===== src/rtl/rop_types.sv =====
// Shared ROP type definitions: render-target state, DCR layout constants and commit FSM states.
package rop_types;

    localparam int unsigned ROP_ADDR_BITS     = 32;
    localparam int unsigned ROP_PITCH_BITS    = 16;
    localparam int unsigned ROP_DCR_RT_STRIDE = 3;

    typedef struct packed {
        logic [ROP_ADDR_BITS-1:0]  cbuf_addr;
        logic [ROP_PITCH_BITS-1:0] cbuf_pitch;
        logic [3:0]                cbuf_writemask;
    } rop_rt_state_t;

    typedef enum logic [1:0] {
        IDLE   = 2'd0,
        DRAIN  = 2'd1,
        COMMIT = 2'd2
    } rop_commit_state_e;

endpackage


===== src/rtl/rop_inflight_counter.sv =====
// Outstanding-fragment counter: +1 on inc, -1 on dec, saturating at 0 and MAX.
module rop_inflight_counter #(
    parameter int unsigned MAX = 63,
    localparam int unsigned W  = $clog2(MAX + 1)
) (
    input  logic         clk,
    input  logic         reset,
    input  logic         inc,
    input  logic         dec,
    output logic [W-1:0] count,
    output logic         full,
    output logic         zero_next
);

    localparam logic [W-1:0] CNT_MAX = W'(MAX);

    logic         inc_eff;
    logic         dec_eff;
    logic [W-1:0] count_d;

    assign full    = (count == CNT_MAX);
    assign inc_eff = inc && !full;
    // A retire with nothing in flight is dropped rather than wrapping.
    assign dec_eff = dec && (count != '0);

    always_comb begin
        count_d = count;
        if (inc_eff && !dec_eff) begin
            count_d = count + 1'b1;
        end else if (dec_eff && !inc_eff) begin
            count_d = count - 1'b1;
        end
    end

    assign zero_next = (count_d == '0);

    always_ff @(posedge clk or negedge reset) begin
        if (!reset) begin
            count <= '0;
        end else begin
            count <= count_d;
        end
    end

    a_no_underflow: assert property (@(posedge clk) disable iff (!reset) dec |-> count != '0)
        else $warning("rop_inflight_counter: retire with no fragment in flight");

endmodule


===== src/rtl/rop_dcr_bank.sv =====
// Double-buffered ROP render-state bank: DCR writes land in shadow registers and are copied
// to the active set once all in-flight fragments retire; per-target state follows rt_idx.
module rop_dcr_bank
    import rop_types::*;
#(
    parameter int unsigned NUM_RT       = 4,
    parameter int unsigned SHARED_REGS  = 16,
    parameter int unsigned INFLIGHT_MAX = 63,
    localparam int unsigned RT_BITS     = (NUM_RT > 1) ? $clog2(NUM_RT) : 1
) (
    input  logic                      clk,
    input  logic                      reset,
    input  logic                      dcr_wr_valid,
    input  logic [7:0]                dcr_wr_addr,
    input  logic [31:0]               dcr_wr_data,
    input  logic                      commit_req,
    output logic                      commit_done,
    input  logic                      frag_valid,
    output logic                      frag_ready,
    input  logic [RT_BITS-1:0]        frag_rt_idx,
    input  logic                      frag_retire,
    output logic                      rt_sel_valid,
    output logic [ROP_ADDR_BITS-1:0]  rt_cbuf_addr,
    output logic [ROP_PITCH_BITS-1:0] rt_cbuf_pitch,
    output logic [3:0]                rt_cbuf_writemask,
    output logic [SHARED_REGS*32-1:0] active_shared,
    output logic                      busy
);

    localparam int unsigned SH_BASE = ROP_DCR_RT_STRIDE * NUM_RT;
    localparam int unsigned CNT_W   = $clog2(INFLIGHT_MAX + 1);

    rop_commit_state_e         state;
    rop_rt_state_t             shadow_rt_q [NUM_RT];
    rop_rt_state_t             shadow_rt_d [NUM_RT];
    rop_rt_state_t             active_rt   [NUM_RT];
    logic [SHARED_REGS*32-1:0] shadow_sh_q;
    logic [SHARED_REGS*32-1:0] shadow_sh_d;
    logic [CNT_W-1:0]          count;
    logic                      cnt_full;
    logic                      cnt_zero_next;
    logic                      accept;
    logic [RT_BITS-1:0]        rt_sel;

    assign frag_ready = (state == IDLE) && !cnt_full;
    assign accept     = frag_valid && frag_ready;
    assign busy       = (state != IDLE);
    assign rt_sel     = (int'(frag_rt_idx) < NUM_RT) ? frag_rt_idx : '0;

    rop_inflight_counter #(
        .MAX (INFLIGHT_MAX)
    ) u_inflight (
        .clk       (clk),
        .reset     (reset),
        .inc       (accept),
        .dec       (frag_retire),
        .count     (count),
        .full      (cnt_full),
        .zero_next (cnt_zero_next)
    );

    always_comb begin
        shadow_rt_d = shadow_rt_q;
        shadow_sh_d = shadow_sh_q;
        if (dcr_wr_valid) begin
            for (int r = 0; r < NUM_RT; r++) begin
                if (int'(dcr_wr_addr) == ROP_DCR_RT_STRIDE * r) begin
                    shadow_rt_d[r].cbuf_addr = dcr_wr_data[ROP_ADDR_BITS-1:0];
                end
                if (int'(dcr_wr_addr) == ROP_DCR_RT_STRIDE * r + 1) begin
                    shadow_rt_d[r].cbuf_pitch = dcr_wr_data[ROP_PITCH_BITS-1:0];
                end
                if (int'(dcr_wr_addr) == ROP_DCR_RT_STRIDE * r + 2) begin
                    shadow_rt_d[r].cbuf_writemask = dcr_wr_data[3:0];
                end
            end
            for (int k = 0; k < SHARED_REGS; k++) begin
                if (int'(dcr_wr_addr) == SH_BASE + k) begin
                    shadow_sh_d[k*32 +: 32] = dcr_wr_data;
                end
            end
        end
    end

    // Active copy takes the next-shadow value so a write in the COMMIT cycle is included.
    always_ff @(posedge clk or negedge reset) begin
        if (!reset) begin
            for (int r = 0; r < NUM_RT; r++) begin
                shadow_rt_q[r] <= '0;
                active_rt[r]   <= '0;
            end
            shadow_sh_q   <= '0;
            active_shared <= '0;
        end else begin
            shadow_rt_q <= shadow_rt_d;
            shadow_sh_q <= shadow_sh_d;
            if (state == COMMIT) begin
                active_rt     <= shadow_rt_d;
                active_shared <= shadow_sh_d;
            end
        end
    end

    always_ff @(posedge clk or negedge reset) begin
        if (!reset) begin
            state       <= IDLE;
            commit_done <= 1'b0;
        end else begin
            commit_done <= 1'b0;
            case (state)
                IDLE: begin
                    if (commit_req) begin
                        state <= (count == '0 && !accept) ? COMMIT : DRAIN;
                    end
                end
                DRAIN: begin
                    if (cnt_zero_next) begin
                        state <= COMMIT;
                    end
                end
                COMMIT: begin
                    state       <= IDLE;
                    commit_done <= 1'b1;
                end
                default: state <= IDLE;
            endcase
        end
    end

    always_ff @(posedge clk or negedge reset) begin
        if (!reset) begin
            rt_sel_valid      <= 1'b0;
            rt_cbuf_addr      <= '0;
            rt_cbuf_pitch     <= '0;
            rt_cbuf_writemask <= '0;
        end else begin
            rt_sel_valid <= accept;
            if (accept) begin
                rt_cbuf_addr      <= active_rt[rt_sel].cbuf_addr;
                rt_cbuf_pitch     <= active_rt[rt_sel].cbuf_pitch;
                rt_cbuf_writemask <= active_rt[rt_sel].cbuf_writemask;
            end
        end
    end

    a_rt_idx_range: assert property (@(posedge clk) disable iff (!reset)
        accept |-> int'(frag_rt_idx) < NUM_RT)
        else $warning("rop_dcr_bank: frag_rt_idx %0d out of range, using target 0", frag_rt_idx);

endmodule


===== config.mk =====
export PLATFORM = sky130hd
export DESIGN_NAME = rop_dcr_bank
export DESIGN_NICKNAME = d
export VERILOG_FILES = /design/src/rtl/rop_types.sv /design/src/rtl/rop_inflight_counter.sv /design/src/rtl/rop_dcr_bank.sv
export SDC_FILE = /design/constraint.sdc
export NUM_CORES = 2
export LEC_CHECK = 0
export ABC_AREA = 1
export CORE_MARGIN = 5
export CORE_UTILIZATION = 55
export CTS_BUF_LIST = sky130_fd_sc_hd__clkbuf_8
export CTS_CLUSTER_DIAMETER = 80
export DETAILED_ROUTE_END_ITERATION = 8
export MAX_ROUTING_LAYER = met4
export PLACE_DENSITY = 0.73
export SLEW_MARGIN = 20
export SYNTH_ARGS = -nofsm -noshare
export SYNTH_HDL_FRONTEND = slang
export SYNTH_HIERARCHICAL = 1
export SYNTH_SLANG_ARGS = --single-unit

===== constraint.sdc =====
create_clock -name clk -period 4.9 [get_ports clk]
set_clock_uncertainty 0.15 [all_clocks]
set_input_delay 1.225 -clock clk [delete_from_list [all_inputs] [get_ports clk]]
set_output_delay 1.225 -clock clk [all_outputs]
set_load 0.02 [all_outputs]

==> impl_metrics.json <==
{
  "dp_hpwl_um": 127000,
  "dieWidth_um": 354,
  "grt_setup_unrepaired": "false",
  "total_power_mw": 45.5,
  "hold_viol": 0,
  "ys.warnings.count": 6,
  "final_cell_mix": "nand2_1, dfrtp_1, nand3_1, inv_1, and2_1",
  "final_common_cell": "nand2_1",
  "yosys.area_share.adder": 0.000578,
  "outcome": "finished, final reports clean",
  "final_nets": 8217,
  "setup_violations": 0,
  "clockRootBuffer": "clkbuf_8",
  "clk_latency_ns": 0.91,
  "cts_buffers": 235,
  "async_flop_share": 1.00,
  "grt_usage": 0.343,
  "ys.flop_type": "dfrtp_1",
  "maxCapViolCount": 0,
  "rows": 126,
  "worstSetupEndpointType": "primary output",
  "cts_setup_buffers": 0,
  "p_leak_nw": 37.9,
  "cts.repair.resized": 0,
  "antenna_found_initial": 9,
  "ios": 616,
  "path_clk_slew_ns": 0.06,
  "synth_area_leader_cell": "dfrtp_1",
  "max_freq_mhz": 254,
  "h-tree-depth": 4,
  "via_per_inst": 5.52,
  "synth-simple-area-share": 0.330,
  "wirelength_um": 212000,
  "start_kind": "flop",
  "area_delta_synth_final_pct": 19.2,
  "drt_iter0_drc": 5626,
  "tightestPinTransition_ns": 1.19,
  "grt_pass1_vias": 53600,
  "syn_nets": 7700,
  "cp_max_fo": 6,
  "via_count": 54700,
  "synth_top_area_frac": 0.579,
  "initial_core_util": 0.552,
  "synth_compound_area_frac": 0.0136,
  "cts_hold_buf": 0,
  "final_layout_size_suffix_gt1_frac": 0.0646,
  "avgSynthCellArea_um2": 8.49,
  "crit_type": "reg2out",
  "clkSinkCount": 1502,
  "grt_max_degree": 176,
  "port_buffers": 615,
  "finalSetupTns_ns": 0,
  "synth_top_family_by_area": "simple AND/OR/NAND/NOR gates",
  "crit_required_ns": 3.52,
  "syn_area_um2": 64900,
  "power.density_cell_area_nw_per_um2": 588,
  "synthMuxAreaShare": 0,
  "synth_edf_count": 0,
  "place_congestion": 0.850,
  "relSlewSlack": 0.203,
  "period_needed_ns": 3.94,
  "synth.area.top_cells": "dfrtp_1, nand2_1, nand3_1, and2_1, inv_1",
  "dieArea_um2": 125000,
  "wl_per_cell_um": 21.4,
  "hold_class": "in2async",
  "firstDrtPassIters": 6,
  "vdd_drop_max_uv": 468,
  "cts_max_path_buffers": 3,
  "ant_nets": 0,
  "syn_inst": 7649,
  "cp.arrival_ns": 2.57,
  "period_share": 0.805,
  "synth_cell_type_count": 26,
  "core_um2": 118000,
  "drc": 0,
  "synth_xor_area_frac": 0,
  "grt_pass1_wl_um": 323000,
  "ys_seq_elements": 1502,
  "grt_overflow_total": 0,
  "cts_tree": "yes",
  "yosysSeqAreaShare": 0.579,
  "die_h_um": 354,
  "slew_viol_final": 0
}
power breakdown:
| part | internal, mW | switching (mW) | total [mW] |
|---|---|---|---|
| sequential | 16.1 | 2.97 | 19.0 |
| combinational | 6.67 | 9.19 | 15.9 |
| clock | 5.57 | 5.04 | 10.6 |
flip-flops by register name, summed over array words and instances (netlist names):
signal	count
u_inflight/count	6
rt_cbuf_pitch	16
rt_cbuf_addr	32
rt_cbuf_writemask	4
state	2
rt_sel_valid	1
active_rt	208
commit_done	1
active_shared	512
shadow_rt_q	208
shadow_sh_q	512
cell families after synthesis:
family                   after synthesis
AO/OA/AOI/OAI                        162
adder cells (fa/ha/maj)                3
buffers and inverters               1270
flip-flops                          1502
AND/OR/NAND/NOR                     4712
Yosys cell counts, types with 2 or more instances:
cell	n
ha_1	3
nand3b_1	4
dfrtp_1	1502
nand2_2	3
and2_1	720
nand2_4	2
nand3_1	1457
buf_2	194
o22ai_1	53
o21ai_0	106
nand2_1	2384
nor2_2	4
nor2_1	131
inv_2	7
inv_1	776
nor2_4	3
buf_1	26
clkbuf_1	266
critical path, cell delays in order, from the launching register on:
cell	delay [ns]
dfrtp_1	0.45
ha_1	0.27
nand3_4	0.14
nor2_4	0.06
nor2_1	0.12
clkdlybuf4s50_1	0.63
worst paths after layout:
kind                                          startpoint                             to  slack (ns)  depth (start not counted)
setup / recovery           u_inflight/count[1]$_DFF_PN0_                     frag_ready        0.96                          5
hold / removal                                     reset  active_shared[14]$_DFFE_PN0P_        0.19                          1
setup reg to reg           u_inflight/count[1]$_DFF_PN0_           state[1]$_DFFE_PN0P_        2.18                         16
hold reg to reg               active_rt[117]$_DFFE_PN0P_     active_rt[117]$_DFFE_PN0P_        0.32                          2
max in group asynchronous                          reset   rt_cbuf_pitch[6]$_DFFE_PN0P_        3.21                          2
min in group clk              active_rt[117]$_DFFE_PN0P_     active_rt[117]$_DFFE_PN0P_        0.32                          2
metal layers:
| layer | routed length (µm) | global-route usage | share of wire | up-vias |
|---|---|---|---|---|
| met5 | 0 | - | 0 | - |
| met4 | 9880 | 0.149 | 0.047 | 0 |
| met3 | 19900 | 0.0732 | 0.094 | 472 |
| met2 | 95300 | 0.503 | 0.45 | 2679 |
| met1 | 87000 | 0.468 | 0.41 | 26700 |
| li1 | - | - | - | 24800 |
metrics by stage:
| stage | utilization | instance area (µm²) | instances | setup slack, ns | hold WS (ns) |
|---|---|---|---|---|---|
| after floorplan | - | 64900 | 7649 | 1.71 | 0.294 |
| after global placement | 0.617 | 72600 | 9464 | 1.07 | 0.308 |
| after detailed placement | 0.617 | 72600 | 9464 | 0.976 | 0.310 |
| after CTS | 0.657 | 77300 | 9890 | 0.874 | 0.145 |
| after global routing | 0.658 | 77400 | 9896 | 0.865 | 0.207 |
| final | 0.658 | 77400 | 9899 | 0.957 | 0.194 |
area by class of cell:
| cell class | count | area [µm²] |
|---|---|---|
| multi-input combinational | 4877 | 22400 |
| antenna | 8 | 20.0 |
| clock inverter | 123 | 584 |
| fill | 9658 | 40200 |
| tap | 1536 | 1920 |
| clock buffer | 303 | 4170 |
| sequential | 1502 | 37600 |
| inverter | 784 | 2950 |
| timing repair buffer | 766 | 7700 |
No activity file was read; power rests on OpenSTA's default activity.
